<file path="config.mk">
export PLATFORM = sky130hd
export DESIGN_NAME = uart_tx_framer
export DESIGN_NICKNAME = d
export VERILOG_FILES = /design/src/rtl/uart_tx_framer.sv
export SDC_FILE = /design/constraint.sdc
export NUM_CORES = 1
export LEC_CHECK = 0
export ABC_AREA = 1
export CORE_AREA = 2 2 63 65
export CTS_CLUSTER_SIZE = 28
export DETAILED_ROUTE_END_ITERATION = 10
export DIE_AREA = 0 0 65 67
export HOLD_SLACK_MARGIN = 0.1
export PLACE_DENSITY_LB_ADDON = 0.12
export SYNTH_ARGS = -nofsm -noshare
export SYNTH_HDL_FRONTEND = slang
export SYNTH_SLANG_ARGS = --single-unit
</file>
<file path="constraint.sdc">
create_clock -name clock -period 1.4 [get_ports clock]
set_input_delay 0.28 -clock clock [delete_from_list [all_inputs] [get_ports clock]]
set_output_delay 0.28 -clock clock [all_outputs]
set_load 0.005 [all_outputs]
</file>
<file path="src/rtl/uart_tx_framer.sv">
// uart_tx_framer: serialises parallel bytes into asynchronous UART frames
// (start bit, DATA_BITS data bits LSB first, optional even parity, stop bits).
// Drives the IrDA modulator's uart_tx_data input, so the line idles high.
// A one-entry holding register allows back-to-back frames with no idle gap.
// Optional feature: define UART_TX_PARITY_EN to insert an even-parity bit.
module uart_tx_framer #(
  parameter int CLKS_PER_BIT = 5208,
  parameter int DATA_BITS    = 8,
  parameter int STOP_BITS    = 1
) (
  input  logic                 clock,
  input  logic                 reset,
  input  logic [DATA_BITS-1:0] tx_data,
  input  logic                 tx_valid,
  output logic                 tx_ready,
  output logic                 uart_tx_data,
  output logic                 tx_busy,
  output logic                 tx_done
);

  localparam int BW = $clog2(CLKS_PER_BIT);

  localparam logic [2:0] IDLE   = 3'd0;
  localparam logic [2:0] START  = 3'd1;
  localparam logic [2:0] DATA   = 3'd2;
`ifdef UART_TX_PARITY_EN
  localparam logic [2:0] PARITY = 3'd3;
`endif
  localparam logic [2:0] STOP   = 3'd4;

  localparam logic [BW-1:0] BAUD_LAST = BW'(CLKS_PER_BIT - 1);
  localparam logic [BW-1:0] BAUD_PEN  = BW'(CLKS_PER_BIT - 2);
  localparam logic [2:0]    DATA_LAST = 3'(DATA_BITS - 1);
  localparam logic [2:0]    STOP_LAST = 3'(STOP_BITS - 1);

  logic [2:0]           state;
  logic [BW-1:0]        baud_cnt;
  logic [2:0]           bit_cnt;
  logic [DATA_BITS-1:0] shifter;
  logic [DATA_BITS-1:0] hold_data;
  logic                 hold_full;
`ifdef UART_TX_PARITY_EN
  logic                 parity_bit;
`endif

  logic accept;
  logic baud_end;
  logic stop_end;
  logic load;

  assign accept   = tx_valid & tx_ready;
  assign baud_end = (baud_cnt == BAUD_LAST);
  assign stop_end = (state == STOP) && baud_end && (bit_cnt == STOP_LAST);
  // The shifter takes the held byte when idle, or straight after the last stop bit.
  assign load     = hold_full && ((state == IDLE) || stop_end);
  assign tx_busy  = (state != IDLE);

  // Holding register: an accept wins over a same-cycle load so the new byte stays queued.
  always_ff @(posedge clock) begin
    if (reset) begin
      hold_data <= '0;
      hold_full <= 1'b0;
      tx_ready  <= 1'b1;
    end else if (accept) begin
      hold_data <= tx_data;
      hold_full <= 1'b1;
      tx_ready  <= 1'b0;
    end else if (load) begin
      hold_full <= 1'b0;
      tx_ready  <= 1'b1;
    end
  end

  // Frame sequencer: the line register is set to the value of the bit being entered.
  always_ff @(posedge clock) begin
    if (reset) begin
      state        <= IDLE;
      baud_cnt     <= '0;
      bit_cnt      <= '0;
      shifter      <= '0;
      uart_tx_data <= 1'b1;
      tx_done      <= 1'b0;
`ifdef UART_TX_PARITY_EN
      parity_bit   <= 1'b0;
`endif
    end else begin
      tx_done <= (state == STOP) && (baud_cnt == BAUD_PEN) && (bit_cnt == STOP_LAST);
      if (load) begin
        shifter      <= hold_data;
`ifdef UART_TX_PARITY_EN
        parity_bit   <= ^hold_data;
`endif
        state        <= START;
        baud_cnt     <= '0;
        bit_cnt      <= '0;
        uart_tx_data <= 1'b0;
      end else begin
        case (state)
          IDLE: begin
            baud_cnt     <= '0;
            bit_cnt      <= '0;
            uart_tx_data <= 1'b1;
          end
          START: begin
            if (baud_end) begin
              baud_cnt     <= '0;
              bit_cnt      <= '0;
              state        <= DATA;
              uart_tx_data <= shifter[0];
            end else begin
              baud_cnt <= baud_cnt + 1'b1;
            end
          end
          DATA: begin
            if (baud_end) begin
              baud_cnt <= '0;
              shifter  <= {1'b0, shifter[DATA_BITS-1:1]};
              if (bit_cnt == DATA_LAST) begin
                bit_cnt      <= '0;
`ifdef UART_TX_PARITY_EN
                state        <= PARITY;
                uart_tx_data <= parity_bit;
`else
                state        <= STOP;
                uart_tx_data <= 1'b1;
`endif
              end else begin
                bit_cnt      <= bit_cnt + 3'd1;
                uart_tx_data <= shifter[1];
              end
            end else begin
              baud_cnt <= baud_cnt + 1'b1;
            end
          end
`ifdef UART_TX_PARITY_EN
          PARITY: begin
            if (baud_end) begin
              baud_cnt     <= '0;
              bit_cnt      <= '0;
              state        <= STOP;
              uart_tx_data <= 1'b1;
            end else begin
              baud_cnt <= baud_cnt + 1'b1;
            end
          end
`endif
          STOP: begin
            if (baud_end) begin
              baud_cnt <= '0;
              if (bit_cnt == STOP_LAST) begin
                bit_cnt      <= '0;
                state        <= IDLE;
                uart_tx_data <= 1'b1;
              end else begin
                bit_cnt <= bit_cnt + 3'd1;
              end
            end else begin
              baud_cnt <= baud_cnt + 1'b1;
            end
          end
          default: begin
            state        <= IDLE;
            baud_cnt     <= '0;
            bit_cnt      <= '0;
            uart_tx_data <= 1'b1;
          end
        endcase
      end
    end
  end

endmodule

</file>
Word-level counts from Yosys, hierarchy flattened --
Cells that the tools add are included.
Word-level totals: word-level logic and storage cells 79, RAM bits 0, input port bits 11, latch bits 0, bits in read-only memories 0, register bits 39, output and inout port bits 4, memories 0
Operators by class: muxes and demuxes 27, $mul 0, $add $sub $neg 2, eq/ne operators 17, $lt $le $gt $ge 0, bitwise logic cells 3, shift-type cells 0, divide/modulo/power cells 0, reductions and logical operators 20
Operator list (count):
- 3-bit 2-to-1 mux | 10
- 13-bit equality test (second input constant) | 2
- 8-bit 2-to-1 mux | 3
- 13-bit by 1-bit adder with 13-bit output (second input constant) | 1
- 3-bit != test (second input constant) | 4
- 3-bit one-hot mux with 4 select lines | 1
- 6-bit AND reduction | 2
- 1-bit 2-to-1 mux | 11
- 2-bit != test (second input constant) | 5
- 3-bit one-hot mux with 3 select lines | 1
- 3-bit equality test (second input constant) | 2
- 3-bit zero test | 2
- 2-bit nonzero test | 3
- 1-bit logical AND | 5
- 4-bit AND reduction | 1
- 4-bit OR reduction | 1
- 3-bit by 1-bit adder with 3-bit output (second input constant) | 1
- 3-bit by 1-bit equality test with 1-bit output (second input constant) | 1
- 3-bit by 2-bit equality test with 1-bit output (second input constant) | 1
- 3-bit by 2-bit != test with 1-bit output (second input constant) | 1
- 1-bit one-hot mux with 3 select lines | 1
- 3-bit AND reduction | 1
- 3-bit nonzero test | 1
- 3-bit OR reduction | 1
- other kinds (6) | 7

Logic depth before layout (Yosys ltp) --
depth after elaboration 7, depth in mapped cells 12, mapped depth without buffers 11

Worst setup path before layout --
Ideal clock, no wire load.
kind reg-to-reg, from register baud_cnt[0], to register baud_cnt[10], setup time 0.116 ns, arrival 1.408 ns, clock period less this slack 1.524 ns, stages on the path, launching flop included 12, required time 1.284 ns, path slack -0.124 ns, path buffers 1, cells stage by stage dfxtp_1 ha_1 nand3_1 nor2_2 nand3_2 nand2_2 nand2_4 nand2_4 inv_4 nand3_4 buf_6 nor2_1
Between the ends: longest elaborated chain between the ends 6, elaborated cells between the ends (all ways) 7, those cells by class add/sub (1); eq/ne (1); reduce/logical (5)
RTL lines:
- start: declaration | line 37 | logic [BW-1:0] baud_cnt;
- start signal: assignment | line 111 | baud_cnt <= baud_cnt + 1'b1;
- start signal: assignment | line 132 | baud_cnt <= baud_cnt + 1'b1;
- start signal: assignment | line 158 | baud_cnt <= baud_cnt + 1'b1;
- parallel branches: the longest is 6 deep, another holds 13-bit by 1-bit adder with 13-bit output
Parallel ways; which one is timed is not known. A chain may end at the register's enable or synchronous reset.

Final worst setup path --
from register baud_cnt[1], to register baud_cnt[11]
Same word-level chain as after synthesis.

==> metrics.yaml <==
worst_setup_path:
  r2r_cells: 10
  crit_cells: 10
  crit_arrival_ns: 1.66
  rrSetupSlack_ns: -0.07
  start_kind: "flip-flop"
  path_max_fanout: 7
  crit_start: "baud_cnt[1]"
  cp_top_family: "simple AND/OR/NAND/NOR gates"
  slowest_stage: "dfxtp_2"
  cp_slowest_stage_delay_ns: 0.36
  rr_startpoint: "baud_cnt[1]"
  endpoint_kind: "flip-flop"
  worst-path-buf-inv: 1
  critPathRequiredTime_ns: 1.59
  worstPathCellList: "ha_4 -> nand3_4 -> nor2_4 -> nand3_2 -> nand2_2 -> nand2_4 -> nand2_4 -> inv_8 -> nand3_4 -> nor2_1"
  path_class: "reg2reg"
placed_design:
  place_area_mm2: 0.00238
  dpl_worst_slack_ns: -0.137
  gp_congestion: 0.821
  portBuffers: 14
  place_inst: 344
  dp_hpwl_um: 2920
cts:
  htree_levels: 2
  clk_latency_ns: 0.29
  cts_tree: "done"
  cts_buffer_depth: 2
  root_buffer: "clkbuf_8"
  numCtsBuffers: 5
  cts.sinks: 39
  clk_pin_slew_ns: 0.08
drt:
  wire_per_inst_um: 12.9
  first_pass_iters: 4
  drtIter0Drc: 81
  drc: 0
  totalWireLength_um: 4650
  num_vias: 1768
  viasPerCell: 4.91
  ant_nets: 0
global_routing:
  grt_pass1_vias: 1693
  gr-total-overflow: 0
  grt.total_usage: 0.232
  grt_max_degree: 16
  grt_antenna_before_repair: 0
  grt_pass1_wl_um: 7670
floorplan:
  die_x_um: 65
  ios: 15
  die_y_um: 67
  coreArea_mm2: 0.00361
  dieArea_mm2: 0.00436
  start_util: 0.505
  row_count: 22
sta:
  worst_slew_pin_slew_ns: 0.256
  holdWs_ns: 0.470
  fin_crit_ns: 1.47
  fin_tns_setup_ns: -1.10
  rsz0062_at_grt: "yes"
  finalCritPeriodShare: 1.05
  finalSetupViolCount: 26
  fin_ws_ns: -0.0704
  hold_viol: 0
  maxSlewViolCount: 0
  clock.fmax_mhz: 680
  relSlewSlack: 0.828
  clock_skew_ns: 0.00577
cells_and_area:
  area_delta_synth_final_pct: 49.4
  seq_area_um2: 793
  final_util: 0.755
  final_cell_mix: "buf_4, nand2_1, nor2_1"
  multi_input_area_mm2: 0.00111
  final_common_cell: "buf_4"
  design_area_mm2: 0.00272
  nNetsFinal: 327
  diodes: 0
  final_cells: 360
  drive_above_1_share: 0.397
  fillers: 271
run:
  drv_cap: 0
power_and_ir_drop:
  finalPower_mw: 3.29
  switchingPower_mw: 1.11
  pwr-share-clk: 0.224
  p_sw_frac: 0.337
  peakVddDrop_mv: 0.810
  pwr-share-comb: 0.383
  p_leak_nw: 1.18
  p_int_mw: 2.18
  cellPowerDensity_mw_per_mm2: 1210
  seqPwrFrac: 0.392
logic_synthesis:
  synth_area_per_cell_um2: 7.59
  synth-seq-area-share: 0.429
  ys.warnings.count: 0
  ys_types: 30
  syn-cell-area_mm2: 0.00182
  synth_seq_cells: 39
  syn_nets: 256
  synth_cells: 240
min_path:
  whs_path_depth: 2
  min_path_type: "reg2reg"
  min-delay-start: "shifter[7]"
status:
  status: "finished with violations"
  violations: "negative setup slack"
sequential cells by signal, indices dropped and copies added (netlist names):
| name | count |
|---|---|
| tx_ready | 1 |
| shifter | 8 |
| hold_full | 1 |
| tx_done | 1 |
| hold_data | 8 |
| bit_cnt | 3 |
| state | 3 |
| baud_cnt | 13 |
| uart_tx_data | 1 |
power by group through the flow:
stage	sequential, mW	combinational, mW	clock (mW)
detailed placement	1.30	1.04	0
global placement	1.29	1.03	0
finish	1.29	1.26	0.736
CTS	1.29	1.15	0.741
floorplan	1.29	0.562	0
global route	1.30	1.37	0.785
worst paths after layout:
path	endpoint
hold / removal	shifter[6]
setup / recovery	baud_cnt[11]
hold reg to reg	shifter[6]
setup reg to reg	baud_cnt[11]
cells in the mapped netlist, drive strengths merged:
library cell	count	area (um^2)
a21boi	1	11.3
a21oi	7	35.0
a31oi	1	6.26
and3	1	6.26
buf	2	22.5
clkbuf	1	3.75
clkinv	2	7.51
dfxtp	39	781
ha	5	62.6
inv	24	92.6
nand2	47	199
nand3	35	198
nand3b	1	20.0
nand4	1	6.26
nor2	47	191
nor3	2	15.0
o211ai	2	15.0
o21ai	11	55.1
o22ai	1	6.26
xnor2	4	35.0
xor2	6	52.6
tightest hold or removal path, delay by kind of cell, from the launching register on:
family,cells,cell delay [ns]
flip-flops,1,0.31
AND/OR/NAND/NOR,2,0.13
timing repair:
item                       4_1_cts  5_1_grt
gates cloned                     1        0
resized for setup               34       27
setup endpoints to repair       31       33
hold buffers                     0        0
setup buffers                    3        4
pin swaps                        6        4
cell families after synthesis:
logic type      share of synthesized area
simple gates                        0.349
flops                               0.429
buf+inv                            0.0694
compound gates                     0.0707
xor+xnor                           0.0481
fa+ha+maj                          0.0343
routing by layer:
metal	GRT usage	part of all wire
met5	0	0
met4	0.0718	0.019
met3	0.0304	0.021
met2	0.446	0.53
met1	0.264	0.43
cell type report:
cell class              count  share of cell area
clock buffers               7              0.0280
flip-flops and latches     39               0.291
repair buffers             66               0.211
clock inverters             1             0.00184
multi-input cells         173               0.407
well taps                  48              0.0221
inverters                  26              0.0386
(Power assumes the default switching activity.)
